$ cat config.mk
export PLATFORM = sky130hd
export DESIGN_NAME = toggle_cmd_gen
export DESIGN_NICKNAME = d
export VERILOG_FILES = /design/src/rtl/toggle_pkg.sv /design/src/rtl/btn_sync_2ff.sv /design/src/rtl/toggle_cmd_gen.sv
export SDC_FILE = /design/constraint.sdc
export NUM_CORES = 1
export LEC_CHECK = 0
export BUFFER_PORTS_ARGS = -buffer_cell sky130_fd_sc_hd__buf_4
export CAP_MARGIN = 0
export CORE_ASPECT_RATIO = 0.8
export CORE_UTILIZATION = 47
export DETAILED_ROUTE_END_ITERATION = 12
export GPL_ROUTABILITY_DRIVEN = 0
export PLACE_DENSITY = 0.83
export SETUP_SLACK_MARGIN = 0.05
export SYNTH_ARGS = -nofsm -noshare
export SYNTH_HDL_FRONTEND = slang
export SYNTH_SLANG_ARGS = --single-unit
$ cat constraint.sdc
create_clock -name clk -period 1.34 [get_ports clk]
set_input_delay 0.134 -clock clk [delete_from_list [all_inputs] [get_ports clk]]
set_output_delay 0.134 -clock clk [all_outputs]
set_load 0.03 [all_outputs]
$ cat src/rtl/toggle_pkg.sv
// Shared types for the debounced toggle-command generator.
package toggle_pkg;
    localparam int PCNT_W = 8;

    typedef enum logic [1:0] {
        IDLE       = 2'd0,
        PRESS_DB   = 2'd1,
        HELD       = 2'd2,
        RELEASE_DB = 2'd3
    } state_t;
endpackage

$ cat src/rtl/btn_sync_2ff.sv
// Two-flop synchroniser for a single asynchronous level; resets to 0.
module btn_sync_2ff (
    input  logic clk,
    input  logic reset_n,
    input  logic d,
    output logic q
);
    logic r_meta;
    logic r_sync;

    always_ff @(posedge clk or negedge reset_n) begin
        if (!reset_n) begin
            r_meta <= 1'b0;
            r_sync <= 1'b0;
        end else begin
            r_meta <= d;
            r_sync <= r_meta;
        end
    end

    assign q = r_sync;
endmodule

$ cat src/rtl/toggle_cmd_gen.sv
// Debounced push-button to single-cycle T strobe generator.
// Optional auto-repeat while held: define TOGGLE_AUTOREPEAT_EN.
module toggle_cmd_gen
    import toggle_pkg::*;
#(
    parameter int DEBOUNCE_CYCLES = 16,
    parameter int CNT_W           = 5,
    parameter int REPEAT_DELAY    = 200,
    parameter int REPEAT_PERIOD   = 50
) (
    input  logic              clk,
    input  logic              reset_n,
    input  logic              btn_in,
    input  logic              en,
    output logic              t,
    output logic              busy,
    output logic [PCNT_W-1:0] press_cnt
);
    if (DEBOUNCE_CYCLES < 2 || DEBOUNCE_CYCLES > (1 << CNT_W) - 1) begin : g_bad_db
        $error("toggle_cmd_gen: DEBOUNCE_CYCLES out of range for CNT_W");
    end
    if (REPEAT_DELAY < 1 || REPEAT_PERIOD < 1) begin : g_bad_rep
        $error("toggle_cmd_gen: repeat delay/period must be >= 1");
    end

    localparam logic [CNT_W-1:0] LP_LAST = CNT_W'(DEBOUNCE_CYCLES - 1);

    logic              w_btn_s;
    state_t            r_state;
    state_t            w_state_nxt;
    logic [CNT_W-1:0]  r_cnt;
    logic [CNT_W-1:0]  w_cnt_nxt;
    logic              w_strobe;
    logic              r_t;
    logic [PCNT_W-1:0] r_pcnt;

    btn_sync_2ff u_sync (
        .clk     (clk),
        .reset_n (reset_n),
        .d       (btn_in),
        .q       (w_btn_s)
    );

`ifdef TOGGLE_AUTOREPEAT_EN
    localparam int REP_MAX = (REPEAT_DELAY > REPEAT_PERIOD) ? REPEAT_DELAY : REPEAT_PERIOD;
    localparam int REP_W   = $clog2(REP_MAX + 1);
    localparam logic [REP_W-1:0] LP_REP_FIRST = REP_W'(REPEAT_DELAY - 1);
    localparam logic [REP_W-1:0] LP_REP_NEXT  = REP_W'(REPEAT_PERIOD - 1);

    logic [REP_W-1:0] r_rep;
    logic             r_rep_first;
    logic             w_rep_hit;

    assign w_rep_hit = (r_rep == (r_rep_first ? LP_REP_FIRST : LP_REP_NEXT));

    // Counter only advances while staying in HELD; any other path restarts it.
    always_ff @(posedge clk or negedge reset_n) begin
        if (!reset_n) begin
            r_rep       <= '0;
            r_rep_first <= 1'b1;
        end else if (r_state == HELD && w_state_nxt == HELD) begin
            if (w_rep_hit) begin
                r_rep       <= '0;
                r_rep_first <= 1'b0;
            end else begin
                r_rep <= r_rep + 1'b1;
            end
        end else begin
            r_rep       <= '0;
            r_rep_first <= 1'b1;
        end
    end
`endif

    always_ff @(posedge clk or negedge reset_n) begin
        if (!reset_n) begin
            r_state <= IDLE;
            r_cnt   <= '0;
        end else begin
            r_state <= w_state_nxt;
            r_cnt   <= w_cnt_nxt;
        end
    end

    always_comb begin
        w_state_nxt = r_state;
        w_cnt_nxt   = r_cnt;
        w_strobe    = 1'b0;
        case (r_state)
            IDLE: begin
                if (w_btn_s) begin
                    w_state_nxt = PRESS_DB;
                    w_cnt_nxt   = '0;
                end
            end
            PRESS_DB: begin
                if (!w_btn_s) begin
                    w_state_nxt = IDLE;
                    w_cnt_nxt   = '0;
                end else if (r_cnt == LP_LAST) begin
                    w_state_nxt = HELD;
                    w_cnt_nxt   = '0;
                    w_strobe    = 1'b1;
                end else begin
                    w_cnt_nxt = r_cnt + 1'b1;
                end
            end
            HELD: begin
                if (!w_btn_s) begin
                    w_state_nxt = RELEASE_DB;
                    w_cnt_nxt   = '0;
                end else begin
`ifdef TOGGLE_AUTOREPEAT_EN
                    w_strobe = w_rep_hit;
`endif
                end
            end
            RELEASE_DB: begin
                // A bounce back high resumes HELD without a new strobe.
                if (w_btn_s) begin
                    w_state_nxt = HELD;
                    w_cnt_nxt   = '0;
                end else if (r_cnt == LP_LAST) begin
                    w_state_nxt = IDLE;
                    w_cnt_nxt   = '0;
                end else begin
                    w_cnt_nxt = r_cnt + 1'b1;
                end
            end
            default: begin
                w_state_nxt = IDLE;
                w_cnt_nxt   = '0;
            end
        endcase
    end

    always_ff @(posedge clk or negedge reset_n) begin
        if (!reset_n) begin
            r_t    <= 1'b0;
            r_pcnt <= '0;
        end else begin
            r_t <= w_strobe & en;
            if (w_strobe && en) begin
                r_pcnt <= r_pcnt + 1'b1;
            end
        end
    end

    assign t         = r_t;
    assign busy      = (r_state != IDLE);
    assign press_cnt = r_pcnt;
endmodule

==> results of run 1 <==
## Yosys cell counts
cell,instances,area [µm²]
a21boi_0,1,7.51
buf_2,1,5.00
buf_4,1,7.51
dfrtp_1,18,450
ha_1,2,25.0
inv_1,3,11.3
mux2_2,2,22.5
mux2i_1,1,10.0
nand2_1,4,15.0
nand3_1,10,50.1
nand4_1,4,25.0
nand4b_1,3,26.3
nor2_1,3,11.3
nor3_1,3,15.0
nor4_1,2,12.5
nor4_2,1,12.5
o21ai_0,2,10.0
or2_2,1,6.26
or4_1,1,7.51
xnor2_1,2,17.5
xor2_1,8,70.1
## critical path: cells and delay by family, from the launching register on
kind / cells / cell delay, ns
adder cells (fa/ha/maj): 1 / 0.19
buffers and inverters: 1 / 0.17
flip-flops: 1 / 0.38
multiplexers: 1 / 0.30
AND/OR/NAND/NOR: 2 / 0.23
## routing by layer
| layer | vias up | track usage, % | share of wire [%] |
|---|---|---|---|
| met5 | - | 0 | 0 |
| met4 | 0 | 8.82 | 0.72 |
| met3 | 2 | 5.81 | 4.4 |
| met2 | 16 | 36.5 | 49 |
| met1 | 333 | 27.5 | 46 |
| li1 | 323 | - | - |
## where the power goes
group / switching, mW / internal (mW) / leakage [nW] / total (mW)
clock network: 0.158 / 0.105 / 0.0138 / 0.263
logic: 0.0440 / 0.0428 / 0.340 / 0.0868
registers: 0.00789 / 0.553 / 0.238 / 0.560
## kinds of logic after synthesis
logic type / count (synthesis)
XOR/XNOR: 10
AO/OA/AOI/OAI: 3
flip-flops: 18
multiplexers: 3
adder cells (fa/ha/maj): 2
AND/OR/NAND/NOR: 32
buffers and inverters: 5
## stage by stage
| stage | hold WS (ns) | setup TNS, ns |
|---|---|---|
| after floorplan | -0.162 | -0.239 |
| after global placement | 0.0102 | -0.0128 |
| after detailed placement | 0.0129 | -0.142 |
| after CTS | 0.231 | -0.0327 |
| after global routing | 0.250 | -0.555 |
| final | 0.229 | -0.0863 |
## timing repair
item,CTS,global route
gates resized for setup,11,1
pin swaps,0,1
endpoints found under the hold margin,19,0
setup buffers,1,2
endpoints found under the setup margin,7,14
hold buffers,2,0
## flip-flops by register name (all words and copies together), names as in the netlist, named ones only
signal and flops:
press_cnt 8, r_cnt 5, r_state 1, t 1, u_sync.q 1, u_sync.r_meta 1
## layout by cell type (no fill, tap or decap), drive strengths merged
cell and count:
buf 30, mux2i 1, or2 1, nand2 4
nor4 3, mux2 2, o21ai 2, nor3 3
clkbuf 3, dlygate4sd3 2, nand4b 3, nor2 3
nand3 10, or4 1, ha 2, a21boi 1
nand4 4, xor2 8, dfrtp 18, inv 3
xnor2 2
## path summary, 6_finish.rpt
path | cells after the start | to | slack (ns)
max in group asynchronous | 2 | async pin | 0.92
worst max-delay path | 5 | press_cnt[1] | -0.03
worst min register to register | 0 | u_sync.q | 0.37
min in group clk | 0 | u_sync.q | 0.37
worst max register to register | 5 | press_cnt[1] | -0.03
worst min-delay path | 2 | r_cnt[2] | 0.23
## cell type report
class                           instances  area [µm²]  area share [%]
Sequential cell                        18         450            38.4
Multi-Input combinational cell         50         402            34.2
Timing Repair Buffer                   32         260            22.2
Tap cell                               22        27.5            2.35
Clock buffer                            3        22.5            1.92
Inverter                                3        11.3           0.959
==> run summary, run 1 <==
P&R area growth vs syn = 43.4%
Warnings, synthesis = 0
Iteration-0 DRC Markers = 22
GRT overflow = 0
core area = 1630 µm²
worst setup path startpoint = r_cnt[0]
cts bufs inserted = 3
overall routing resource usage = 21.8%
Tightest Hold Check Type = primary input to async pin
Syn Area/Cell = 11.2 µm²
clk_lat worst skew = 0.29 ns
PD cells = 775 nW/µm²
period utilization = 102%
Crit. End Element = flop
Cells after Synth = 73
mapped cell area = 818 µm²
maximum clock path buffer count = 2
Post-Synth Adder-Cell Area = 3.06%
final net count = 114
DP Area = 1050 µm²
Critical-path top delay cell = dfrtp_1
Setup WS pre-CTS = -0.0574 ns
Layout Cells excl Fill = 128
Worst EP arrival = 1.56 ns
Clock Pin Slew Worst Setup and Hold Paths = 0.09 ns
crit path cell chain = ha_2 -> nand4b_1 -> buf_6 -> nor2_4 -> mux2_4
Residual DRC = 0
CP Launch Type = flop
mux contribution to synthesized area = 3.98%
CTS tree = yes
largest net degree at the start of global routing = 19
Max Slew Vio Count = 0
post-synth cell types = 21
die area = 1910 µm²
initial antenna violation count = 0
Design Area, Final = 1170 µm²
CTS Sinks = 18
syn nets = 79
wire per inst = 14.2 µm
Worst Path Max Fanout = 9
Pleak = 0.592 nW
die width = 48.7 µm
Detailed Place HPWL = 1210 µm
fin util = 72.2%
die height = 39.3 µm
R2R Path Start = r_cnt[0]
Pre-antenna DRT Iters = 4
H-Tree Depth = 1
main combinational cell family by area after synthesis = simple AND/OR/NAND/NOR gates
IO buf count = 13
via count = 674
final WL = 1810 µm
Worst path max stage delay = 0.38 ns
violated checks = setup timing
Post-Synth XOR/XNOR Area = 10.7%
Synth Area in Simple Gates = 22.2%
crit path kind = flop to flop
Initial Util = 50.3%
fill count = 111
Yosys reg bits = 18
# placed instances = 120
Tightest Pin Transition = 0.412 ns
first-pass GRT wire length = 2920 µm
sequential area share after synthesis = 55.0%
share of cells above drive strength 1 = 39.6%
# diodes = 0
Worst VDD drop = 0.763 mV
status = finished, violations left
post-DR vias/cell = 5.27
CTS Root Cell = clkbuf_4
vias in the first global route = 630
compound-gate portion of the synthesized area = 2.14%
Setup violations, final = 5
CP Data Required Time = 1.53 ns
crit path setup slack, layout = -0.0310 ns
Tot Pwr = 0.910 mW
remaining antenna violation count = 0
fmax = 0.729 GHz
worst rel slew slack = 72.4%
FP Rows = 13
skew final = 0.00288 ns
crit path time final = 1.37 ns
endpoints failing hold = 0
I/O pins = 14
unrepaired setup endpoints after global routing = yes
max_cap viols = 0
No activity file was read; power rests on OpenSTA's default activity.
==> inputs of run 2 (changes only) <==
--- a/config.mk
+++ b/config.mk
@@ -9,10 +9,13 @@
 export CAP_MARGIN = 0
 export CORE_ASPECT_RATIO = 0.8
 export CORE_UTILIZATION = 47
+export CTS_CLUSTER_DIAMETER = 60
 export DETAILED_ROUTE_END_ITERATION = 12
 export GPL_ROUTABILITY_DRIVEN = 0
 export PLACE_DENSITY = 0.83
+export RECOVER_POWER = 100
 export SETUP_SLACK_MARGIN = 0.05
 export SYNTH_ARGS = -nofsm -noshare
 export SYNTH_HDL_FRONTEND = slang
+export SYNTH_HIERARCHICAL = 1
 export SYNTH_SLANG_ARGS = --single-unit
==> run summary, run 2 <==
CP Launch Type = flop (unchanged)
unrepaired setup endpoints after global routing = yes (unchanged)
status = finished, violations left (unchanged)
PD cells = 802 nW/µm² (was 775 nW/µm²)
worst rel slew slack = 35.8% (was 72.4%)
final WL = 2490 µm (was 1810 µm)
compound-gate portion of the synthesized area = 4.21% (was 2.14%)
Synth Area in Simple Gates = 23.0% (was 22.2%)
mapped cell area = 832 µm² (was 818 µm²)
Post-Synth XOR/XNOR Area = 11.6% (was 10.7%)
CTS tree = yes (unchanged)
ys async rst share = 100% (unchanged)
crit path setup slack, layout = -0.0922 ns (was -0.0310 ns)
fin util = 75.2% (was 72.2%)
CP bufs+invs = 1 (unchanged)
remaining antenna violation count = 0 (unchanged)
Initial Util = 50.6% (was 50.3%)
most numerous cell in the Yosys netlist = dfrtp_1 (unchanged)
Post-Synth Adder-Cell Area = 3.01% (was 3.06%)
skew final = 0.00410 ns (was 0.00288 ns)
violated checks = setup timing (unchanged)
Yosys reg bits = 18 (unchanged)
main combinational cell family by area after synthesis = simple AND/OR/NAND/NOR gates (unchanged)
leading register cell type out of synthesis = dfrtp_1 (unchanged)
wire per inst = 19.1 µm (was 14.2 µm)
I/O pins = 14 (unchanged)
H-Tree Depth = 1 (unchanged)
commonest non-fill, non-tap cells in the layout = 15 x dfrtp_1, 14 x buf_4, 7 x nand3_1, 7 x xor2_1 (was 26 x buf_4, 18 x dfrtp_1, 10 x nand3_1)
top cells by count, synth = 18 x dfrtp_1, 9 x xor2_1, 7 x nand2_1, 7 x nand3_1 (was 18 x dfrtp_1, 10 x nand3_1, 8 x xor2_1)
CP Data Required Time = 1.56 ns (was 1.53 ns)
ranking of synthesized cells by area = dfrtp_1 54%, xor2_1 9.5%, nand3_1 4.2% (was dfrtp_1 55%, xor2_1 8.6%, nand3_1 6.1%)
P&R area growth vs syn = 48.6% (was 43.4%)
Syn Area/Cell = 11.4 µm² (was 11.2 µm²)
Synth top area share = 54.1% (was 55.0%)
crit path time final = 1.43 ns (was 1.37 ns)
Yosys top cell by area = dfrtp_1 (unchanged)
Max Slew Vio Count = 0 (unchanged)
endpoints failing hold = 0 (unchanged)
IO buf count = 13 (unchanged)
syn nets = 79 (unchanged)
largest net degree at the start of global routing = 19 (unchanged)
Crit. End Element = flop (unchanged)
post-synth cell types = 24 (was 21)
max reg flops = 8 (unchanged)
crit path cell chain = ha_4 -> nand4b_4 -> buf_4 -> nor4_4 -> xor2_1 (was ha_2 -> nand4b_1 -> buf_6 -> nor2_4 -> mux2_4)
GRT overflow = 0 (unchanged)
Post-synth EDFFs = 0 (unchanged)
crit path kind = flop to flop (unchanged)
die area = 1940 µm² (was 1910 µm²)
Cells after Synth = 73 (unchanged)
Critical-path top delay cell = dfrtp_1 (unchanged)
Detailed Place HPWL = 1160 µm (was 1210 µm)
period utilization = 107% (was 102%)
via count = 759 (was 674)
overall routing resource usage = 22.7% (was 21.8%)
Residual DRC = 0 (unchanged)
Pre-antenna DRT Iters = 4 (unchanged)
vias in the first global route = 609 (was 630)
Worst VDD drop = 0.835 mV (was 0.763 mV)
kind of cell with the highest combined delay on the critical path = flip-flops (unchanged)
Worst Path Max Fanout = 8 (was 9)
cts bufs inserted = 3 (unchanged)
CTS Sinks = 18 (unchanged)
fmax = 0.698 GHz (was 0.729 GHz)
first-pass GRT wire length = 2970 µm (was 2920 µm)
# diodes = 0 (unchanged)
Setup WS pre-CTS = -0.0263 ns (was -0.0574 ns)
Tightest Pin Transition = 0.963 ns (was 0.412 ns)
final net count = 115 (was 114)
Setup violations, final = 9 (was 5)
initial antenna violation count = 0 (unchanged)
Iteration-0 DRC Markers = 28 (was 22)
Worst path max stage delay = 0.43 ns (was 0.38 ns)
Worst EP arrival = 1.65 ns (was 1.56 ns)
commonest non-fill, non-tap cell in the layout = dfrtp_1 (was buf_4)
Warnings, synthesis = 6 (was 0)
die height = 39.6 µm (was 39.3 µm)
Clock Pin Slew Worst Setup and Hold Paths = 0.10 ns (was 0.09 ns)
die width = 49.0 µm (was 48.7 µm)
max_cap viols = 0 (unchanged)
Tot Pwr = 0.991 mW (was 0.910 mW)
post-DR vias/cell = 5.84 (was 5.27)
CTS Root Cell = clkbuf_4 (unchanged)
Tightest Hold Check Type = primary input to flop (was primary input to async pin)
mux contribution to synthesized area = 2.71% (was 3.98%)
Pleak = 0.632 nW (was 0.592 nW)
sequential area share after synthesis = 54.1% (was 55.0%)
core area = 1640 µm² (was 1630 µm²)
share of cells above drive strength 1 = 44.4% (was 39.6%)
maximum clock path buffer count = 2 (unchanged)
FP Rows = 13 (unchanged)
clk_lat worst skew = 0.30 ns (was 0.29 ns)
## run 2: cell types whose count changed in the layout (fill, tap and decap cells not counted), sizes merged, moves of 2 or more
cell / before / now
clkbuf: 3 / 16
buf: 30 / 18
nand2: 4 / 7
nand3: 10 / 7
nand4: 4 / 2
o22ai: 0 / 2
## run 2: per-stage QoR
step / setup TNS, ns / cell area [µm²] / std cells / hold WS, ns
finish: -0.368 / 1240 / 130 / 0.365
global route: -0.970 / 1240 / 130 / 0.360
CTS: -0.0349 / 1190 / 123 / 0.231
detailed placement: -0.0591 / 1030 / 114 / 0.0154
global placement: -0.00461 / 1030 / 114 / 0.0123
floorplan: 0 / 855 / 73 / -0.162
## run 2: kinds of logic (layout without fill, tap and decap cells)
family	Yosys count	count (layout)
AO/OA/AOI/OAI	6	6
XOR/XNOR	11	11
adder cells (fa/ha/maj)	2	2
buffers and inverters	3	38
flip-flops	18	18
multiplexers	2	2
AND/OR/NAND/NOR	31	31
## run 2: final timing paths
check | startpoint | end | slack [ns] | depth (start not counted)
setup / recovery | r_cnt[0] | press_cnt[6] | -0.09 | 5
hold / removal | en | press_cnt[2] | 0.36 | 4
setup reg to reg | r_cnt[0] | press_cnt[6] | -0.09 | 5
hold reg to reg | u_sync/r_meta | u_sync/q | 0.37 | 0
max in group asynchronous | reset_n | press_cnt[1] | 0.20 | 2
min in group asynchronous | reset_n | press_cnt[6] | 0.50 | 2
## run 2: what timing repair did
| action | 4_1_cts | 5_1_grt |
|---|---|---|
| buffers inserted | 3 | 7 |
| resized for setup | 17 | 4 |
| pin swaps | 4 | 4 |
| endpoints found under the setup margin | 8 | 14 |
| hold buffers | 2 | 0 |
| endpoints found under the hold margin | 19 | 0 |
## run 2: area by class of cell
cell class | instances | area (µm²)
clock buffers | 4 | 36.3
fillers | 112 | 407
multi-input cells | 52 | 485
flip-flops and latches | 18 | 454
repair buffers | 32 | 225
well taps | 22 | 27.5
inverters | 2 | 7.51
## run 2: routing by layer
metal	up-vias	wire [µm]	track usage (%)
li1	331	-	-
met1	374	1000	29.1
met2	40	1240	38.9
met3	14	155	5.81
met4	0	85	6.62
met5	-	0	0
## run 2: worst min-delay path: stages
cell and delay, ns:
buf_4 0.12, nand4b_4 0.19, nor3_4 0.06, xor2_1 0.12
## run 2: power by group
group          switching, mW  total (mW)  internal (mW)
Combinational         0.0485      0.0901         0.0416
Sequential            0.0135       0.566          0.553
Clock                  0.169       0.335          0.166
